[config.mk]
export PLATFORM = sky130hd
export DESIGN_NAME = alu_cmd_ctrl
export DESIGN_NICKNAME = d
export VERILOG_FILES = /design/src/rtl/alu_cmd_pkg.sv /design/src/rtl/alu_cmd_stats.sv /design/src/rtl/alu_cmd_ctrl.sv
export SDC_FILE = /design/constraint.sdc
export NUM_CORES = 1
export LEC_CHECK = 0
export ABC_AREA = 0
export BUFFER_PORTS_ARGS = -buffer_cell sky130_fd_sc_hd__buf_2
export CELL_PAD_IN_SITES_DETAIL_PLACEMENT = 1
export CELL_PAD_IN_SITES_GLOBAL_PLACEMENT = 2
export CORE_UTILIZATION = 27
export CTS_BUF_LIST = sky130_fd_sc_hd__clkbuf_2
export DETAILED_ROUTE_END_ITERATION = 10
export GPL_ROUTABILITY_DRIVEN = 0
export PLACE_DENSITY = 0.87
export SKIP_CTS_REPAIR_TIMING = 1
export SYNTH_ARGS = -nofsm -noshare
export SYNTH_HDL_FRONTEND = slang
export SYNTH_SLANG_ARGS = --single-unit
[constraint.sdc]
create_clock -name clk -period 1.5 [get_ports clk]
set_input_delay 0 -clock clk [delete_from_list [all_inputs] [get_ports clk]]
set_output_delay 0 -clock clk [all_outputs]
set_load 0.01 [all_outputs]
[src/rtl/alu_cmd_pkg.sv]
// Shared widths and FSM encoding for the ALU command front-end.
package alu_cmd_pkg;

    localparam int DATA_W = 8;
    localparam int SEL_W  = 4;
    localparam int FLAG_W = 4;

    typedef enum logic [1:0] {
        IDLE = 2'd0,
        EXEC = 2'd1,
        RESP = 2'd2
    } state_t;

endpackage

[src/rtl/alu_cmd_stats.sv]
// Status counters for alu_cmd_ctrl: sticky OR of captured flags and a wrapping op counter.
module alu_cmd_stats
    import alu_cmd_pkg::*;
#(
    parameter int CNT_W = 16
) (
    input  logic              clk,
    input  logic              rst_n,
    input  logic              capture,
    input  logic [FLAG_W-1:0] flag,
    input  logic              clr,
    output logic [FLAG_W-1:0] sticky_flag,
    output logic [CNT_W-1:0]  op_count
);

    // Clear takes effect before a same-cycle capture, so the capture survives.
    logic [FLAG_W-1:0] sticky_base;
    assign sticky_base = clr ? '0 : sticky_flag;

    always_ff @(posedge clk or negedge rst_n) begin
        if (!rst_n) begin
            sticky_flag <= '0;
            op_count    <= '0;
        end else begin
            sticky_flag <= capture ? (sticky_base | flag) : sticky_base;
            if (capture) begin
                op_count <= op_count + 1'b1;
            end
        end
    end

endmodule

[src/rtl/alu_cmd_ctrl.sv]
// Valid/ready command front-end for the 8-bit combinational ALU.
// Optional feature: define ALU_CMD_CHAIN_EN to add cmd_chain (reuse last result as A).
module alu_cmd_ctrl
    import alu_cmd_pkg::*;
#(
    parameter int CNT_W = 16
) (
    input  logic              clk,
    input  logic              rst_n,
    input  logic              cmd_valid,
    output logic              cmd_ready,
    input  logic [SEL_W-1:0]  cmd_sel,
    input  logic [DATA_W-1:0] cmd_a,
    input  logic [DATA_W-1:0] cmd_b,
`ifdef ALU_CMD_CHAIN_EN
    input  logic              cmd_chain,
`endif
    output logic              rsp_valid,
    input  logic              rsp_ready,
    output logic [DATA_W-1:0] rsp_out,
    output logic [FLAG_W-1:0] rsp_flag,
    output logic [DATA_W-1:0] alu_a,
    output logic [DATA_W-1:0] alu_b,
    output logic [SEL_W-1:0]  alu_sel,
    input  logic [DATA_W-1:0] alu_out,
    input  logic [FLAG_W-1:0] alu_flag,
    output logic [FLAG_W-1:0] sticky_flag,
    input  logic              sticky_clr,
    output logic [CNT_W-1:0]  op_count
);

    state_t            state;
    logic              handoff;
    logic              accept;
    logic              capture;
    logic [DATA_W-1:0] next_a;

    // A new command may ride on the same edge that hands off the held result.
    assign handoff   = (state == RESP) && rsp_ready;
    assign cmd_ready = (state == IDLE) || handoff;
    assign accept    = cmd_valid && cmd_ready;
    assign capture   = (state == EXEC);
    assign rsp_valid = (state == RESP);

`ifdef ALU_CMD_CHAIN_EN
    // rsp_out is the last captured result, including the one being handed off now.
    assign next_a = cmd_chain ? rsp_out : cmd_a;
`else
    assign next_a = cmd_a;
`endif

    // NOTE: sequential state uses non-blocking assignments so every register
    // samples pre-edge values regardless of statement order.
    always_ff @(posedge clk or negedge rst_n) begin
        if (!rst_n) begin
            state    <= IDLE;
            alu_a    <= '0;
            alu_b    <= '0;
            alu_sel  <= '0;
            rsp_out  <= '0;
            rsp_flag <= '0;
        end else begin
            unique case (state)
                IDLE:    if (accept) state <= EXEC;
                EXEC:    state <= RESP;
                RESP:    if (handoff) state <= accept ? EXEC : IDLE;
                default: state <= IDLE;
            endcase

            if (accept) begin
                alu_a   <= next_a;
                alu_b   <= cmd_b;
                alu_sel <= cmd_sel;
            end

            if (capture) begin
                rsp_out  <= alu_out;
                rsp_flag <= alu_flag;
            end
        end
    end

    alu_cmd_stats #(
        .CNT_W(CNT_W)
    ) u_stats (
        .clk        (clk),
        .rst_n      (rst_n),
        .capture    (capture),
        .flag       (alu_flag),
        .clr        (sticky_clr),
        .sticky_flag(sticky_flag),
        .op_count   (op_count)
    );

endmodule

### Yosys cells after proc, flatten, opt, wreduce, memory -nomap -nowiden

Cells that the tools add are included.

| storage, ports and cells | value |
|---|---|
| memories | 0 |
| ROM bits | 0 |
| latch bits | 0 |
| output and inout port bits | 54 |
| memory bits (writable) | 0 |
| register bits after elaboration | 54 |

| operators by class | value |
|---|---|
| reduce and logical (&&, ||, !) cells | 5 |
| multiply operators | 0 |
| shift operators | 0 |
| div/mod/pow operators | 0 |
| add/subtract/negate cells | 1 |
| bitwise operators | 1 |
| $lt $le $gt $ge | 0 |
| mux-type cells | 6 |
| equal/unequal tests | 4 |

Operator list:

| cell | number |
|---|---|
| 16-bit by 1-bit adder with 16-bit output (second input constant) | 1 |
| 4-bit 2-to-1 mux | 2 |
| 2-bit one-hot mux with 3 select lines | 1 |
| 2-bit 2-to-1 mux | 2 |
| 4-bit bitwise OR | 1 |
| 2-bit by 1-bit equality test with 1-bit output (second input constant) | 1 |
| 2-bit equality test (second input constant) | 1 |
| 1-bit logical AND | 2 |
| 2-bit logical NOT | 1 |
| 2-bit by 1-bit != test with 1-bit output (second input constant) | 1 |
| 2-bit != test (second input constant) | 1 |
| 2-bit AND reduction | 1 |
| 1-bit logical OR | 1 |
| 1-bit 2-to-1 mux | 1 |

### Longest topological paths before layout

Gate-level depths: netlist (run 1).

| depth | value |
|---|---|
| depth after elaboration | 7 |
| gate-level depth with buffers | 5 |
| depth with buffers taken out | 5 |

### Modules after synthesis

From an unflattened synthesis (run 1), not the netlist that was laid out.

| unflattened totals | value |
|---|---|
| cells, all modules | 150 |
| area, all modules | 2,190.9 um2 |

By module, submodules not included:

| module | instances | area an instance (um2) | cells an instance |
|---|---|---|---|
| alu_cmd_ctrl | 1 | 1,332.5 | 77 |
| alu_cmd_stats | 1 | 858.3 | 73 |

### Worst setup path after synthesis (run 1)

OpenSTA, ideal clock, no wires.

| timing | value |
|---|---|
| path kind | register to register |
| start point | register u_stats.op_count[0] |
| end point | register u_stats.op_count[10] |
| period minus slack after synthesis | 1,561 ps |
| path slack | -61 ps |
| library setup time | 79 ps |
| cell stages (with the launch flop) | 6 |
| buffers on the path | 0 |
| data arrival time | 1,482 ps |
| cells stage by stage | dfrtp_1 -> ha_1 -> nand3_1 -> or4_4 -> nor2_2 -> xor2_1 |

| on the way | value |
|---|---|
| word-level cells in the longest chain between the ends | 1 |

RTL lines:

| item | line | source |
|---|---|---|
| from (decl) | alu_cmd_stats.sv:13 | `output logic [CNT_W-1:0] op_count` |
| from (signal assigned) | alu_cmd_stats.sv:27 | `op_count <= op_count + 1'b1;` |
| 16-bit by 1-bit adder with 16-bit output | alu_cmd_stats.sv:27 |  |

Every way passes these cells.
A chain may end at the register's enable or synchronous reset.

### Final worst setup path (run 1)

| timing | value |
|---|---|
| start point | register state[1] |
| end point | register u_stats.op_count[10] |

| on the way | value |
|---|---|
| word-level cells in the longest chain between the ends | 1 |

RTL lines:

| item | line | source |
|---|---|---|
| from (decl) | alu_cmd_ctrl.sv:32 | `state_t state;` |
| from (signal assigned) | alu_cmd_ctrl.sv:66 | `RESP: if (handoff) state <= accept ? EXEC : IDLE;` |
| 2-bit by 1-bit equality test with 1-bit output | alu_cmd_ctrl.sv:42 | `assign capture = (state == EXEC);` |

Every way passes these cells.

==> results of run 1 <==
==> worst paths after layout <==
path / slack [ns] / startpoint / cells past startpoint / endpoint
worst max-delay path: -0.06 / state[1]$_DFFE_PN0P_ / 4 / u_stats.op_count[10]$_DFFE_PN0N_
worst min-delay path: 0.04 / rst_n / 3 / rsp_out[6]$_DFFE_PN0N_
worst max register to register: -0.06 / state[1]$_DFFE_PN0P_ / 4 / u_stats.op_count[10]$_DFFE_PN0N_
worst min register to register: 0.50 / u_stats.op_count[15]$_DFFE_PN0N_ / 1 / u_stats.op_count[15]$_DFFE_PN0N_
max in group asynchronous: 1.19 / rst_n / 3 / rsp_out[2]$_DFFE_PN0N_
min in group clk: 0.25 / alu_out[4] / 4 / rsp_out[4]$_DFFE_PN0N_
==> sequential cells by signal, indices dropped and copies added, names as in the netlist <==
| register | cells |
|---|---|
| state | 2 |
| alu_b | 8 |
| rsp_out | 8 |
| alu_sel | 4 |
| u_stats.op_count | 16 |
| rsp_flag | 4 |
| u_stats.sticky_flag | 4 |
| alu_a | 8 |
==> power breakdown <==
part | switching [mW] | total, mW | internal [mW]
Clock | 0.468 | 0.572 | 0.104
Sequential | 0.206 | 2.01 | 1.81
Combinational | 0.670 | 1.38 | 0.707
Total | 1.34 | 3.96 | 2.62
==> layer usage <==
metal / routed length [um] / vias up
met4: 38 / 0
met1: 2350 / 881
li1: - / 849
met3: 294 / 4
met5: 0 / -
met2: 2930 / 47
==> kinds of logic (layout without fill, tap and decap cells) <==
kind of cell,Yosys count,in the layout,synth area share
adder cells (fa/ha/maj),1,1,0.00590
AND/OR/NAND/NOR,68,68,0.148
multiplexers,20,20,0.106
AO/OA/AOI/OAI,6,6,0.0153
buffers and inverters,12,155,0.0260
XOR/XNOR,15,15,0.0619
flip-flops,54,54,0.637
==> worst register-to-register path, delay by kind of cell (launching register included) <==
kind	cells	cell delay, ns
xor gates and xnor gates	1	0.18
DFF	1	0.45
and+or+nand+nor	3	0.85
==> layout make-up <==
class                           instances  area [um2]  area share
Clock buffer                            5        25.0     0.00769
Clock inverter                          2        15.0     0.00461
Inverter                                6        22.5     0.00692
Multi-Input combinational cell        110         742       0.228
Sequential cell                        54        1350       0.416
Tap cell                               99         124      0.0380
Timing Repair Buffer                  142         973       0.299
==> placed cells by master, fill, tap and decap left out, types with 3 or more instances in the layout <==
cell type / instances
xor2_1: 6
nand2_1: 46
buf_4: 13
xnor2_1: 9
buf_2: 90
nand3_1: 4
dfrtp_1: 52
clkbuf_2: 5
mux2_2: 20
dlygate4sd3_1: 36
o21ai_0: 4
nand4_1: 3
inv_1: 6
==> metrics.csv, run 1 <==
metric,value,unit
yosysSeqAreaShare,0.637,
top_usage_layer,met2,
place_ws,-0.0846,ns
run_status,finished with violations,
crit_chain,nand2b_4 -> or4_4 -> nor2_2 -> xor2_1,
path_buf_inv,0,
antennaDiodeCount,0,
dieArea,8210,um2
wl,5610,um
final_core_util,0.439,
rsz0062_at_grt,yes,
dpl_cell_area,2800,um2
die_x,90.6,um
vias_per_cell,4.26,
cts.path.max_buffers,2,
final.setup.tns,-0.117,ns
drv_cap,0,
synth_cell_types,26,
nFillCells,840,
dpl.cell_count,373,
post-route-period-util,1.04,
worstPathRequired,1.87,ns
slowest_delay,0.58,ns
drt_pre_antenna_iters,4,
use_met2,0.208,
crit_type,flop to flop,
hold_path_class,input port to asynchronous set/reset pin,
core_area,7410,um2
arrival,1.93,ns
synth-edff-count,0,
antenna_left,0,
yosys-top-cells-count,"dfrtp_1, nand2_1, mux2_2, xnor2_1",
fp.dieH,90.6,um
setup_violations,6,
grtUsageTotal,0.127,
yosysWarnings,0,
cp-start-kind,flop,
grt_antenna_before_repair,0,
hold_slack,0.0391,ns
wl_per_cell,13.4,um
cp_top_family,simple AND/OR/NAND/NOR gates,
peakVddDrop,0.000449,V
htreeDepth,2,
port_buffers,90,
cts_buffers,5,
violations,negative setup slack,
slew_headroom,0.799,
num_rows,31,
async_flop_share,1.00,
worstPathMaxFanout,5,
total_power,3.96,mW
grt-ovfl-total,0,
p_leak,1.66,nW
clk_latency,0.45,ns
hold_violations,0,
fin_ws,-0.0619,ns
root_buffer,clkbuf_2,
layout-drive-gt1-share,0.461,
synthFlopType,dfrtp_1,
netlist_instances,176,
ioPinCount,91,
cts_tree,yes,
start_util,0.286,
grt_first_pass_wirelength,8340,um
grt_max_degree,55,
fin_nets,357,
max_freq,640,MHz
cts.reportedPaths.clkPinSlew,0.29,ns
final_cell_area,3260,um2
synth_area_leaders,"dfrtp_1, mux2_2, nand2_1, xnor2_1, xor2_1",
grt_pass1_vias,1693,
power_density,1220,nW/um2
skew,0.0257,ns
synth_fp_nets,214,
yosysTopAreaCell,dfrtp_1,
worst_slew_pin_slew,0.301,ns
finalCriticalPeriod,1.56,ns
met3_usage,0.0387,
met1_usage,0.162,
synthToLayoutAreaGrowth,53.5,%
finalMaxSlewViolations,0,
clkSinkCount,54,
synth_area_per_cell,12.0,um2
dpl.hpwl,3760,um
end_kind,flop,
netlist.area_leader.share,0.637,
layout.cells.non_filler,418,
drtIter0Drc,28,
drc,0,
synth_area,2120,um2
vias,1781,
slowest_stage,or4_4,
ys_ff_latch,54,
post-synth-top-count-cell,dfrtp_1,
(Power assumes the default switching activity.)
==> run 2, diff against run 1 <==
--- a/config.mk
+++ b/config.mk
@@ -9,11 +9,11 @@
 export BUFFER_PORTS_ARGS = -buffer_cell sky130_fd_sc_hd__buf_2
 export CELL_PAD_IN_SITES_DETAIL_PLACEMENT = 1
 export CELL_PAD_IN_SITES_GLOBAL_PLACEMENT = 2
-export CORE_UTILIZATION = 27
+export CORE_UTILIZATION = 32
 export CTS_BUF_LIST = sky130_fd_sc_hd__clkbuf_2
 export DETAILED_ROUTE_END_ITERATION = 10
 export GPL_ROUTABILITY_DRIVEN = 0
-export PLACE_DENSITY = 0.87
+export PLACE_DENSITY = 0.95
 export SKIP_CTS_REPAIR_TIMING = 1
 export SYNTH_ARGS = -nofsm -noshare
 export SYNTH_HDL_FRONTEND = slang
==> constraint.sdc (replaced) <==
create_clock -name clk -period 1.8 [get_ports clk]
set_input_delay 0 -clock clk [delete_from_list [all_inputs] [get_ports clk]]
set_output_delay 0 -clock clk [all_outputs]
set_load 0.01 [all_outputs]
==> run 2 against run 1 <==
The run now ends clean; total power shrank 20%; clock-buffer cell count is the same; sequential power shrank 15%; clock power shrank 25%; cell count shrank 7.7%; highest routed layer unchanged.
==> metrics.csv, run 2 (synthesized netlist as in run 1, its figures left out) <==
metric,value,unit
run_status,finished clean,
synthToLayoutAreaGrowth,45.8,%
die_x,83.4,um
drt_pre_antenna_iters,3,
p_leak,1.60,nW
switchingPower,1.07,mW
clkSinkCount,54,
clk_latency,0.41,ns
worstPathRequired,2.17,ns
post-route-period-util,0.899,
num_rows,29,
max_freq,618,MHz
hold_violations,0,
internal_power,2.10,mW
power_density,1020,nW/um2
hold_path_class,input port to asynchronous set/reset pin,
setup_violations,0,
vias_per_cell,4.52,
regMostFlops,u_stats.op_count,
final_common_cell,buf_2,
r2r-start,u_stats.op_count[0]$_DFFE_PN0N_,
cts.reportedPaths.clkPinSlew,0.25,ns
reg2reg_slack,0.18,ns
drtIter0Drc,40,
grt_pass1_vias,1726,
root_buffer,clkbuf_2,
finalMaxSlewViolations,0,
slew_headroom,0.654,
peakVddDrop,0.000440,V
rsz0062_at_grt,no,
end_kind,flop,
dpl.hpwl,3770,um
grt-ovfl-total,0,
grt_antenna_before_repair,0,
final_core_util,0.484,
core_area,6390,um2
ioPinCount,91,
r2r_cells,5,
crit_type,flop to flop,
drc,0,
largest_reg_flops,16,
worstPathMaxFanout,5,
pwr-share-seq,0.537,
grt_max_degree,27,
r2r-end,u_stats.op_count[10]$_DFFE_PN0N_,
dieArea,6960,um2
finalCriticalPeriod,1.62,ns
cp-start-kind,flop,
layout-drive-gt1-share,0.411,
fin_nets,348,
combPwrFrac,0.328,
worst_slew_pin_slew,0.518,ns
grtUsageTotal,0.151,
cts_tree,yes,
antennaDiodeCount,0,
wl_per_cell,14.4,um
port_buffers,90,
skew,0.0156,ns
cts.path.max_buffers,2,
arrival,1.99,ns
switching_share,0.339,
grt_first_pass_wirelength,8320,um
vias,1746,
cts_buffers,5,
wl,5560,um
fp.dieH,83.4,um
drv_cap,0,
final_cell_mix,"buf_2, dfrtp_1, nand2_1, dlygate4sd3_1, mux2_2",
antenna_left,0,
start_util,0.332,
final.setup.tns,0,ns
pwr-share-clk,0.135,
htreeDepth,2,
==> run 2: cell types whose count changed in the layout (fill, tap and decap cells not counted), sizes merged <==
cell / change
buf: -9
clkinvlp: -2
clkbuf: -1
clkinv: +1
dlygate4sd3: +1
==> run 2: layer usage <==
| layer | up-vias | GRT usage | share of wire |
|---|---|---|---|
| met3 | 6 | 0.0408 | 0.047 |
| met1 | 853 | 0.185 | 0.41 |
| met4 | 0 | 0.0370 | 0.0092 |
| li1 | 836 | - | - |
| met5 | - | 0 | 0 |
| met2 | 51 | 0.264 | 0.53 |
==> run 2: worst max path at each step <==
stage / start / to
after global routing: u_stats.op_count[0]$_DFFE_PN0N_ / u_stats.op_count[12]$_DFFE_PN0N_
after global placement: u_stats.op_count[0]$_DFFE_PN0N_ / u_stats.op_count[12]$_DFFE_PN0N_
final: u_stats.op_count[0]$_DFFE_PN0N_ / u_stats.op_count[10]$_DFFE_PN0N_
after floorplan: u_stats.op_count[0]$_DFFE_PN0N_ / u_stats.op_count[10]$_DFFE_PN0N_
after CTS: u_stats.op_count[0]$_DFFE_PN0N_ / u_stats.op_count[10]$_DFFE_PN0N_
after detailed placement: u_stats.op_count[0]$_DFFE_PN0N_ / u_stats.op_count[10]$_DFFE_PN0N_
==> run 2: cell type report <==
class / count / area (um2)
clock inverters: 1 / 3.75
flip-flops and latches: 54 / 1350
well taps: 77 / 96.3
multi-input cells: 110 / 714
repair buffers: 133 / 878
clock buffers: 5 / 25.0
inverters: 6 / 22.5
fillers: 723 / 3290
==> run 2: critical path: stages, from the launching register on <==
cell and delay [ns]:
dfrtp_1 0.48, ha_1 0.19, nand3_1 0.09, or4_4 0.55
nor2_2 0.11, xor2_1 0.15
==> run 2: power groups by stage <==
stage / sequential, mW / clock (mW) / combinational [mW]
final: 1.70 / 0.427 / 1.04
after global routing: 1.75 / 0.511 / 1.14
after CTS: 1.70 / 0.450 / 0.986
after detailed placement: 1.72 / 0 / 0.987
after global placement: 1.71 / 0 / 0.957
after floorplan: 1.85 / 0 / 0.366
==> run 2: per-stage QoR <==
stage / setup WS, ns / total power [mW] / hold slack, ns / instance area, um2 / instances
final: 0.181 / 3.17 / 0.0945 / 3090 / 386
after global routing: 0.0104 / 3.40 / 0.0523 / 3090 / 386
after CTS: 0.142 / 3.14 / -0.607 / 2720 / 349
after detailed placement: 0.202 / 2.71 / -0.0991 / 2690 / 343
after global placement: 0.264 / 2.66 / -0.0990 / 2690 / 343
after floorplan: 0.239 / 2.22 / -0.296 / 2120 / 176
==> run 3, diff against run 2 <==
--- a/config.mk
+++ b/config.mk
@@ -10,7 +10,7 @@
 export CELL_PAD_IN_SITES_DETAIL_PLACEMENT = 1
 export CELL_PAD_IN_SITES_GLOBAL_PLACEMENT = 2
 export CORE_UTILIZATION = 32
-export CTS_BUF_LIST = sky130_fd_sc_hd__clkbuf_2
+export CTS_BUF_LIST = sky130_fd_sc_hd__clkbuf_4
 export DETAILED_ROUTE_END_ITERATION = 10
 export GPL_ROUTABILITY_DRIVEN = 0
 export PLACE_DENSITY = 0.95
==> run 3 against run 2 <==
Total power is 1.5% higher; sequential cell count stayed put; setup slack worse by 0.016 ns; sequential power hardly changed; core utilization hardly changed; critical path depth stayed put; clock power is 12% higher; die area stayed put; first-iteration DRC count is 18% higher; highest routed layer unchanged.
==> metrics.csv, run 3 (synthesized netlist as in run 1, its figures left out) <==
metric,value,unit
run_status,finished clean,
drt_pre_antenna_iters,6,
cts.path.max_buffers,2,
final_common_cell,buf_2,
final_cell_mix,"buf_2, dfrtp_1, nand2_1, dlygate4sd3_1, mux2_2",
power_density,1040,nW/um2
cp_num_cells,5,
end_kind,flop,
grt-ovfl-total,0,
clk_latency,0.35,ns
finalMaxSlewViolations,0,
peakVddDrop,0.000441,V
rsz0062_at_grt,no,
drtIter0Drc,47,
nFillCells,723,
ioPinCount,91,
htreeDepth,2,
fp.dieH,83.4,um
r2r_cells,5,
port_buffers,90,
vias,1753,
crit_type,flop to flop,
drc,0,
core_area,6390,um2
grt_antenna_before_repair,0,
final_core_util,0.485,
final.setup.tns,0,ns
setup_violations,0,
dieArea,6960,um2
hold_violations,0,
max_freq,612,MHz
grtUsageTotal,0.152,
skew,0.00643,ns
cts.reportedPaths.clkPinSlew,0.14,ns
worstPathMaxFanout,5,
slowest_stage,or4_4,
synthToLayoutAreaGrowth,45.9,%
worstPathRequired,2.09,ns
antenna_left,0,
largest_reg_flops,16,
wl,5450,um
cts_tree,yes,
num_rows,29,
crit_end,u_stats.op_count[10]$_DFFE_PN0N_,
multiInputGateArea,714,um2
die_x,83.4,um
total_power,3.22,mW
p_leak,1.60,nW
root_buffer,clkbuf_4,
grt_pass1_vias,1767,
slew_headroom,0.716,
wl_per_cell,14.2,um
grt_max_degree,27,
vias_per_cell,4.55,
layout-drive-gt1-share,0.412,
fin_nets,347,
ff_latch_area,1350,um2
hold_slack,0.0403,ns
regMostFlops,u_stats.op_count,
reg2reg_slack,0.17,ns
clkSinkCount,54,
slowest_delay,0.56,ns
antennaDiodeCount,0,
drv_cap,0,
dpl.hpwl,3770,um
cp-start-kind,flop,
arrival,1.92,ns
r2r-end,u_stats.op_count[10]$_DFFE_PN0N_,
worst_slew_pin_slew,0.426,ns
cts_buffers,5,
cp_top_family,simple AND/OR/NAND/NOR gates,
grt_first_pass_wirelength,8380,um
startpoint,u_stats.op_count[0]$_DFFE_PN0N_,
path_buf_inv,0,
finalCriticalPeriod,1.63,ns
start_util,0.332,
r2r-start,u_stats.op_count[0]$_DFFE_PN0N_,
post-route-period-util,0.908,
crit_chain,ha_1 -> nand3_1 -> or4_4 -> nor2_2 -> xor2_1,
hold_path_class,input port to asynchronous set/reset pin,
[run 3: cell type report]
type / instances / share of cell area
Timing Repair Buffer: 132 / 0.281
Inverter: 6 / 0.00728
Tap cell: 77 / 0.0311
Multi-Input combinational cell: 110 / 0.231
Clock buffer: 5 / 0.0121
Clock inverter: 1 / 0.00121
Sequential cell: 54 / 0.437
[run 3: metrics by stage]
step	instance area, um2	worst slack (ns)	std cells
after global placement	2690	0.264	343
after floorplan	2120	0.239	176
after global routing	3090	0.00374	385
final	3090	0.165	385
after detailed placement	2690	0.202	343
after CTS	2730	0.147	349
[run 3: worst register-to-register path, delay by kind of cell, from the launching register on]
family / cells / cell delay, ns
xor+xnor: 1 / 0.16
fa+ha+maj: 1 / 0.20
flops: 1 / 0.45
simple gates: 3 / 0.77
[run 3: worst min path at each step]
stage                                            to  slack (ns)  depth (start not counted)
global route        u_stats.op_count[2]$_DFFE_PN0N_        0.03                          2
global placement    u_stats.op_count[8]$_DFFE_PN0N_        -0.1                          1
detailed placement  u_stats.op_count[8]$_DFFE_PN0N_        -0.1                          1
finish              u_stats.op_count[7]$_DFFE_PN0N_        0.04                          2
floorplan                      alu_a[0]$_DFFE_PN0P_       -0.30                          0
CTS                 u_stats.op_count[0]$_DFFE_PN0N_       -0.51                          1
[run 3: where the power goes]
part	switching (mW)	leakage, nW	total, mW	internal [mW]
sequential	0.196	0.675	1.70	1.50
clock	0.343	0.0246	0.478	0.135
combinational	0.525	0.898	1.04	0.513
total	1.06	1.60	3.22	2.15
[run 3: layer usage]
layer	vias up	global-route usage	wire [um]
li1	835	-	-
met1	856	0.183	2150
met2	54	0.265	2970
met3	8	0.0378	244
met4	0	0.0493	78
met5	-	0	0
